[src/rtl/multicycle_controller.sv]
// Main sequencing FSM of the multicycle RISC-V core (shared instruction/data memory port).
// Optional feature macro MC_CTRL_ILLEGAL_TRAP_EN: when defined, ILLEGAL is a terminal trap state.
module multicycle_controller #(
  parameter int RETIRE_W = 32
) (
  input  logic                clk,
  input  logic                srst,
  input  logic [6:0]          op_code,
  input  logic [2:0]          funct3,
  input  logic                funct7_5,
  input  logic                zero,
  input  logic                mem_ready,
  output logic                mem_req,
  output logic                mem_w,
  output logic                adr_src,
  output logic                ir_write,
  output logic                pc_write,
  output logic                reg_w,
  output logic [1:0]          result_src,
  output logic [1:0]          alu_src_a,
  output logic [1:0]          alu_src_b,
  output logic [1:0]          imm_src,
  output logic [2:0]          alu_control,
  output logic [RETIRE_W-1:0] retired,
  output logic                illegal
);

  typedef enum logic [3:0] {
    S_FETCH    = 4'd0,
    S_DECODE   = 4'd1,
    S_MEMADR   = 4'd2,
    S_MEMREAD  = 4'd3,
    S_MEMWB    = 4'd4,
    S_MEMWRITE = 4'd5,
    S_EXECR    = 4'd6,
    S_EXECI    = 4'd7,
    S_ALUWB    = 4'd8,
    S_BEQ      = 4'd9,
    S_JAL      = 4'd10,
    S_ILLEGAL  = 4'd11
  } state_t;

  localparam logic [6:0] OP_LW  = 7'b0000011;
  localparam logic [6:0] OP_SW  = 7'b0100011;
  localparam logic [6:0] OP_R   = 7'b0110011;
  localparam logic [6:0] OP_I   = 7'b0010011;
  localparam logic [6:0] OP_BEQ = 7'b1100011;
  localparam logic [6:0] OP_JAL = 7'b1101111;

  localparam logic [2:0] ALU_ADD = 3'b000;
  localparam logic [2:0] ALU_SUB = 3'b001;
  localparam logic [2:0] ALU_AND = 3'b010;
  localparam logic [2:0] ALU_OR  = 3'b011;
  localparam logic [2:0] ALU_SLT = 3'b101;

  localparam logic [RETIRE_W-1:0] RETIRE_ONE = RETIRE_W'(1);

  // Returns {legal, alu_op}; an unsupported funct3 makes the instruction illegal.
  function automatic logic [3:0] alu_decode(input logic [2:0] f3, input logic f7_5, input logic is_r);
    logic [3:0] res;
    case (f3)
      3'b000:  res = {1'b1, (is_r && f7_5) ? ALU_SUB : ALU_ADD};
      3'b010:  res = {1'b1, ALU_SLT};
      3'b110:  res = {1'b1, ALU_OR};
      3'b111:  res = {1'b1, ALU_AND};
      default: res = {1'b0, ALU_ADD};
    endcase
    return res;
  endfunction

  state_t     state;
  state_t     next_state;
  logic       alu_ok;
  logic [2:0] alu_op;
  logic       retire_inc;

  logic       mem_req_d, mem_w_d, adr_src_d, ir_write_d, pc_write_d, reg_w_d, illegal_d;
  logic [1:0] result_src_d, alu_src_a_d, alu_src_b_d, imm_src_d;
  logic [2:0] alu_control_d;

  assign {alu_ok, alu_op} = alu_decode(funct3, funct7_5, op_code == OP_R);

  // State register; reset aborts any instruction in flight.
  always_ff @(posedge clk or posedge srst) begin
    if (srst) begin
      state <= S_FETCH;
    end else begin
      state <= next_state;
    end
  end

  // Retired-instruction counter, wraps naturally at its width.
  always_ff @(posedge clk or posedge srst) begin
    if (srst) begin
      retired <= '0;
    end else if (retire_inc) begin
      retired <= retired + RETIRE_ONE;
    end else begin
      retired <= retired;
    end
  end

  // Next-state and ungated per-state control decode.
  always_comb begin
    next_state    = state;
    retire_inc    = 1'b0;
    mem_req_d     = 1'b0;
    mem_w_d       = 1'b0;
    adr_src_d     = 1'b0;
    ir_write_d    = 1'b0;
    pc_write_d    = 1'b0;
    reg_w_d       = 1'b0;
    illegal_d     = 1'b0;
    result_src_d  = 2'b00;
    alu_src_a_d   = 2'b00;
    alu_src_b_d   = 2'b00;
    imm_src_d     = 2'b00;
    alu_control_d = ALU_ADD;
    case (state)
      S_FETCH: begin
        mem_req_d = 1'b1;
        if (mem_ready) begin
          ir_write_d   = 1'b1;
          pc_write_d   = 1'b1;
          alu_src_b_d  = 2'b10;
          result_src_d = 2'b10;
          next_state   = S_DECODE;
        end else begin
          next_state = S_FETCH;
        end
      end
      S_DECODE: begin
        alu_src_a_d = 2'b01;
        alu_src_b_d = 2'b01;
        imm_src_d   = 2'b10;
        case (op_code)
          OP_LW, OP_SW: next_state = S_MEMADR;
          OP_R:         next_state = alu_ok ? S_EXECR : S_ILLEGAL;
          OP_I:         next_state = alu_ok ? S_EXECI : S_ILLEGAL;
          OP_BEQ:       next_state = S_BEQ;
          OP_JAL:       next_state = S_JAL;
          default:      next_state = S_ILLEGAL;
        endcase
      end
      S_MEMADR: begin
        alu_src_a_d = 2'b10;
        alu_src_b_d = 2'b01;
        if (op_code == OP_LW) begin
          imm_src_d  = 2'b00;
          next_state = S_MEMREAD;
        end else begin
          imm_src_d  = 2'b01;
          next_state = S_MEMWRITE;
        end
      end
      S_MEMREAD: begin
        mem_req_d  = 1'b1;
        adr_src_d  = 1'b1;
        next_state = mem_ready ? S_MEMWB : S_MEMREAD;
      end
      S_MEMWB: begin
        result_src_d = 2'b01;
        reg_w_d      = 1'b1;
        retire_inc   = 1'b1;
        next_state   = S_FETCH;
      end
      S_MEMWRITE: begin
        mem_req_d  = 1'b1;
        mem_w_d    = 1'b1;
        adr_src_d  = 1'b1;
        retire_inc = mem_ready;
        next_state = mem_ready ? S_FETCH : S_MEMWRITE;
      end
      S_EXECR: begin
        alu_src_a_d   = 2'b10;
        alu_control_d = alu_op;
        next_state    = S_ALUWB;
      end
      S_EXECI: begin
        alu_src_a_d   = 2'b10;
        alu_src_b_d   = 2'b01;
        alu_control_d = alu_op;
        next_state    = S_ALUWB;
      end
      S_ALUWB: begin
        reg_w_d    = 1'b1;
        retire_inc = 1'b1;
        next_state = S_FETCH;
      end
      S_BEQ: begin
        alu_src_a_d   = 2'b10;
        alu_control_d = ALU_SUB;
        pc_write_d    = zero;
        retire_inc    = 1'b1;
        next_state    = S_FETCH;
      end
      S_JAL: begin
        alu_src_a_d = 2'b01;
        alu_src_b_d = 2'b10;
        imm_src_d   = 2'b11;
        pc_write_d  = 1'b1;
        next_state  = S_ALUWB;
      end
      S_ILLEGAL: begin
`ifdef MC_CTRL_ILLEGAL_TRAP_EN
        illegal_d  = 1'b1;
        next_state = S_ILLEGAL;
`else
        next_state = S_FETCH;
`endif
      end
      default: begin
        next_state = S_FETCH;
      end
    endcase
  end

  // Reset forces every strobe and select low immediately, so an aborted writeback never lands.
  always_comb begin
    if (srst) begin
      mem_req     = 1'b0;
      mem_w       = 1'b0;
      adr_src     = 1'b0;
      ir_write    = 1'b0;
      pc_write    = 1'b0;
      reg_w       = 1'b0;
      illegal     = 1'b0;
      result_src  = 2'b00;
      alu_src_a   = 2'b00;
      alu_src_b   = 2'b00;
      imm_src     = 2'b00;
      alu_control = 3'b000;
    end else begin
      mem_req     = mem_req_d;
      mem_w       = mem_w_d;
      adr_src     = adr_src_d;
      ir_write    = ir_write_d;
      pc_write    = pc_write_d;
      reg_w       = reg_w_d;
      illegal     = illegal_d;
      result_src  = result_src_d;
      alu_src_a   = alu_src_a_d;
      alu_src_b   = alu_src_b_d;
      imm_src     = imm_src_d;
      alu_control = alu_control_d;
    end
  end

endmodule

[config.mk]
export PLATFORM = sky130hd
export DESIGN_NAME = multicycle_controller
export DESIGN_NICKNAME = d
export VERILOG_FILES = /design/src/rtl/multicycle_controller.sv
export SDC_FILE = /design/constraint.sdc
export NUM_CORES = 1
export LEC_CHECK = 0
export BUFFER_PORTS_ARGS = -buffer_cell sky130_fd_sc_hd__buf_2
export CORE_ASPECT_RATIO = 1.4
export CORE_UTILIZATION = 40
export CTS_CLUSTER_SIZE = 16
export DETAILED_ROUTE_END_ITERATION = 6
export RECOVER_POWER = 50
export SLEW_MARGIN = 30
export SYNTH_ARGS = -nofsm -noshare
export SYNTH_HDL_FRONTEND = slang
export SYNTH_SLANG_ARGS = --single-unit
[constraint.sdc]
create_clock -name clk -period 4.6 [get_ports clk]
set_input_delay 0.23 -clock clk [delete_from_list [all_inputs] [get_ports clk]]
set_output_delay 0.23 -clock clk [all_outputs]
set_load 0.005 [all_outputs]
==> metrics.md <==
| Metric | Value |
|---|---|
| Largest family of logic cells by synthesized area | simple AND/OR/NAND/NOR gates |
| H-Tree Depth | 2 |
| Gpl congestion | 0.8059 |
| Design Area, Final | 2599 um^2 |
| Worst-Skew Late Latency | between 0.2 and 0.3 ns |
| CTS tree | yes |
| Worst reg2reg setup slack | 2.51 ns |
| Drt pass-1 iters | 4 |
| Wirelength, routed | 4803 um |
| Reg power frac | a little under two fifths |
| Clock network power share | 32.4% |
| Crit path launch | srst |
| Final ANT Viol Nets | 0 |
| Leak Pwr | 1.281 nW |
| Die Y | 88.16 um |
| Post-DP HPWL | 3533 um |
| Max Freq | about 0.38 GHz |
| Worst slew pin tran | 2.010 ns |
| Syn Area/Cell | 9.221 um^2 |
| Total placed cells including tap cells | 346 |
| DIE AREA | 5601 um^2 |
| Most frequent cells in the layout | 54 x buf_2, 36 x dfrtp_1, 24 x nand2_1 |
| I/O Buffers | 63 |
| WHS | 0.2763 ns |
| Distinct cell type count after synthesis | 47 |
| Post_cts resized | 0 |
| Sw Ratio | between 30% and 40% |
| CTS root buf | clkbuf_8 |
| Cell Area, Synth | 2121 um^2 |
| Post-synthesis compound-gate area fraction | about 7% |
| Dpl ws | 2.478 ns |
| DRC Markers | 0 |
| IO Pins | 65 |
| Worst flop-to-flop path startpoint | state[2] |
| Pwr dens | 462.0 nW/um^2 |
| CTS Hold Bufs | 0 |
| Startpoint types | primary input |
| HP Class | primary input to register |
| Synth Area in Adders | less than 1% |
| Crit-path slowest cell | clkbuf_1 |
| Psw | 403.3 uW |
| Max rail drop VDD | 0.0001953 V |
| Post-synthesis simple-gate area fraction | 30.80% |
| Ys async rst share | between 90% and 100% |
| Xor and xnor area share after synthesis | 13.22% |
| Setup bufs post-CTS | 0 |
| Top FF cell, synth | dfrtp_1 |
| Setup TNS | 0 ns |
| Fill cells | 514 |
| Setup crit end kind | primary output |
| Fin crit share | 57.05% |
| Multiplexer area fraction after synthesis | 1.534% |
| Initial antenna violation count | 0 |
| Detailed Route Iter0 Violations | 94 |
| Most common cell after layout, fill and taps aside | buf_2 |
| Worst R2R End | retired[26] |
| All-Layer GR Usage | 18.42% |
| Sequential share of the synthesized area | 42.48% |
| Finished Layout Cells | between 300 and 400 |
| Final setup viols | 0 |
| Die Span X | 63.54 um |
| EDFF count, synth | 0 |
| Crit path to | adr_src |
| CP Data Required Time | 4.37 ns |
| Clock Tree Buf Depth | 2 |
| Core area | around 5100 um^2 |
| Max transition margin | -34.02% |
| CTS Buf Count | 5 |
| Worst-path cell chain | clkbuf_1 > inv_1 > clkbuf_1 > a31o_2 > buf_2 |
| Synth Instances | 230 |
| Failing checks | max-capacitance violations, max-slew violations |
| RSZ-0062 raised after global routing | false |
| Max incr delay on CP | 1.44 ns |
| Number of max-cap violations | 1 |
| Drt wl/cell | 13.57 um |
| Power, Total | between 1 and 1.5 mW |
| Post-synthesis register bit count | 36 |
| Layout cells sized above 1 | 26.04% |
| Crit-path leading delay family | buffers and inverters |
| Initial core utilization | about two fifths |
| Final nets | 303 |
| Max FO, Critical Path | 37 |
| Status | finished, violations left |
| Final hold violations | 0 |
| Placed cell areas | 2455 um^2 |
| Kind of critical path | primary input to primary output |
| Total number of vias | 1,865 |
| Most used cell, CP | clkbuf_1 |
| Post-layout util | between 50% and 60% |
| Largest net degree at the start of global routing | 38 |
| First-pass GRT wire length | 8059 um |
| Syn Nets | 246 |
| Total grt overflow | 0 |
| Warnings from Yosys | 0 |
| Row Count | 31 |
| Worst path bufs/invs | 4 |
| Max-slew violation count | 38 |
| Antenna diodes | 0 |
| Internal power component | roughly 800 uW |
| Via/cell ratio | 5.268 |
| Worst Reg-to-Reg Cells | 5 |
| Worst Path Arrival | 2.39 ns |
| Final worst slack | 1.976 ns |
| Gate power share | 29.4% |
| Area growth syn-to-layout | 22.54% |
| Number of global-route vias before repair | roughly 1.7k |
| TritonCTS Sinks | 36 |
| Stages on the worst setup path | 5 |
| Fin crit period | 2.624 ns |
| Reg clk slew, reported paths | 0.07 ns |
| Clock Skew | 0.007466 ns |
-- power groups by stage --
stage / Sequential (mW) / Clock, mW / Combinational (mW)
floorplan: 0.394 / 0 / 0.311
global placement: 0.461 / 0 / 0.353
detailed placement: 0.462 / 0 / 0.355
CTS: 0.455 / 0.395 / 0.359
global route: 0.470 / 0.412 / 0.397
finish: 0.459 / 0.389 / 0.353
-- how the worst min path moves through the flow --
stage / from / to / slack (ns) / cells past startpoint
6_report: op_code[4] / state[2] / 0.28 / 3
5_1_grt: op_code[4] / state[2] / 0.29 / 3
4_1_cts: srst / retired[0] / 0.15 / 3
3_5_place_dp: srst / retired[1] / 0.46 / 3
3_3_place_gp: retired[31] / retired[31] / 0.45 / 1
2_1_floorplan: op_code[4] / state[2] / 0.40 / 2
-- layout make-up --
cell class | count | area (um^2) | area share [%]
repair buffers | 64 | 307.8 | 11.84
well taps | 66 | 82.58 | 3.178
multi-input cells | 175 | 1130 | 43.48
clock buffers | 5 | 68.82 | 2.648
clock inverters | 3 | 90.09 | 3.467
flip-flops and latches | 36 | 900.9 | 34.67
inverters | 5 | 18.77 | 0.7222
-- worst reg2reg max path, stage by stage, from the launching register on --
cell	delay (ns)
dfrtp_1	0.66
and2b_2	0.25
a21oi_2	0.09
nor4_2	0.60
nand4_1	0.21
xnor2_1	0.17
-- layer usage --
| layer | GRT usage [%] | wire [um] |
|---|---|---|
| met2 | 29.88 | 2283 |
| met1 | 23.28 | 2181 |
| met5 | 0 | 0 |
| met4 | 9.091 | 97 |
| met3 | 3.776 | 240 |
-- synth_stat cells (2+ instances only) --
| cell | count | area, um^2 |
|---|---|---|
| nand2b_1 | 2 | 12.51 |
| nand3b_1 | 2 | 15.01 |
| clkbuf_1 | 10 | 37.54 |
| a21oi_1 | 5 | 25.02 |
| xor2_1 | 14 | 122.6 |
| nor2b_1 | 6 | 37.54 |
| and3_1 | 4 | 25.02 |
| o21ai_0 | 5 | 25.02 |
| and2b_2 | 2 | 17.52 |
| xnor2_1 | 18 | 157.7 |
| o211ai_1 | 2 | 15.01 |
| nor4b_1 | 2 | 17.52 |
| inv_1 | 5 | 18.77 |
| nor3_1 | 16 | 80.08 |
| buf_4 | 3 | 22.52 |
| nand2_1 | 24 | 90.09 |
| and4_1 | 4 | 35.03 |
| nor4_1 | 4 | 25.02 |
| or3_1 | 2 | 12.51 |
| nand3_1 | 10 | 50.05 |
| nor2_1 | 14 | 52.55 |
| o21a_1 | 2 | 15.01 |
| mux2_2 | 2 | 22.52 |
| dfrtp_1 | 36 | 900.9 |
| nand4_1 | 14 | 87.58 |
-- logic make-up after synthesis --
logic type                 count (synthesis)
AOI/OAI and AO/OA                         22
xor gates and xnor gates                  32
adders and majority gates                  1
buffers and inverters                     19
DFF                                       36
muxes                                      3
other                                      1
and+or+nand+nor                          116
-- flip-flops by register name (all words and copies together), names as in the netlist --
signal and cells:
retired 32, state 4
No activity file was read; power rests on OpenSTA's default activity.
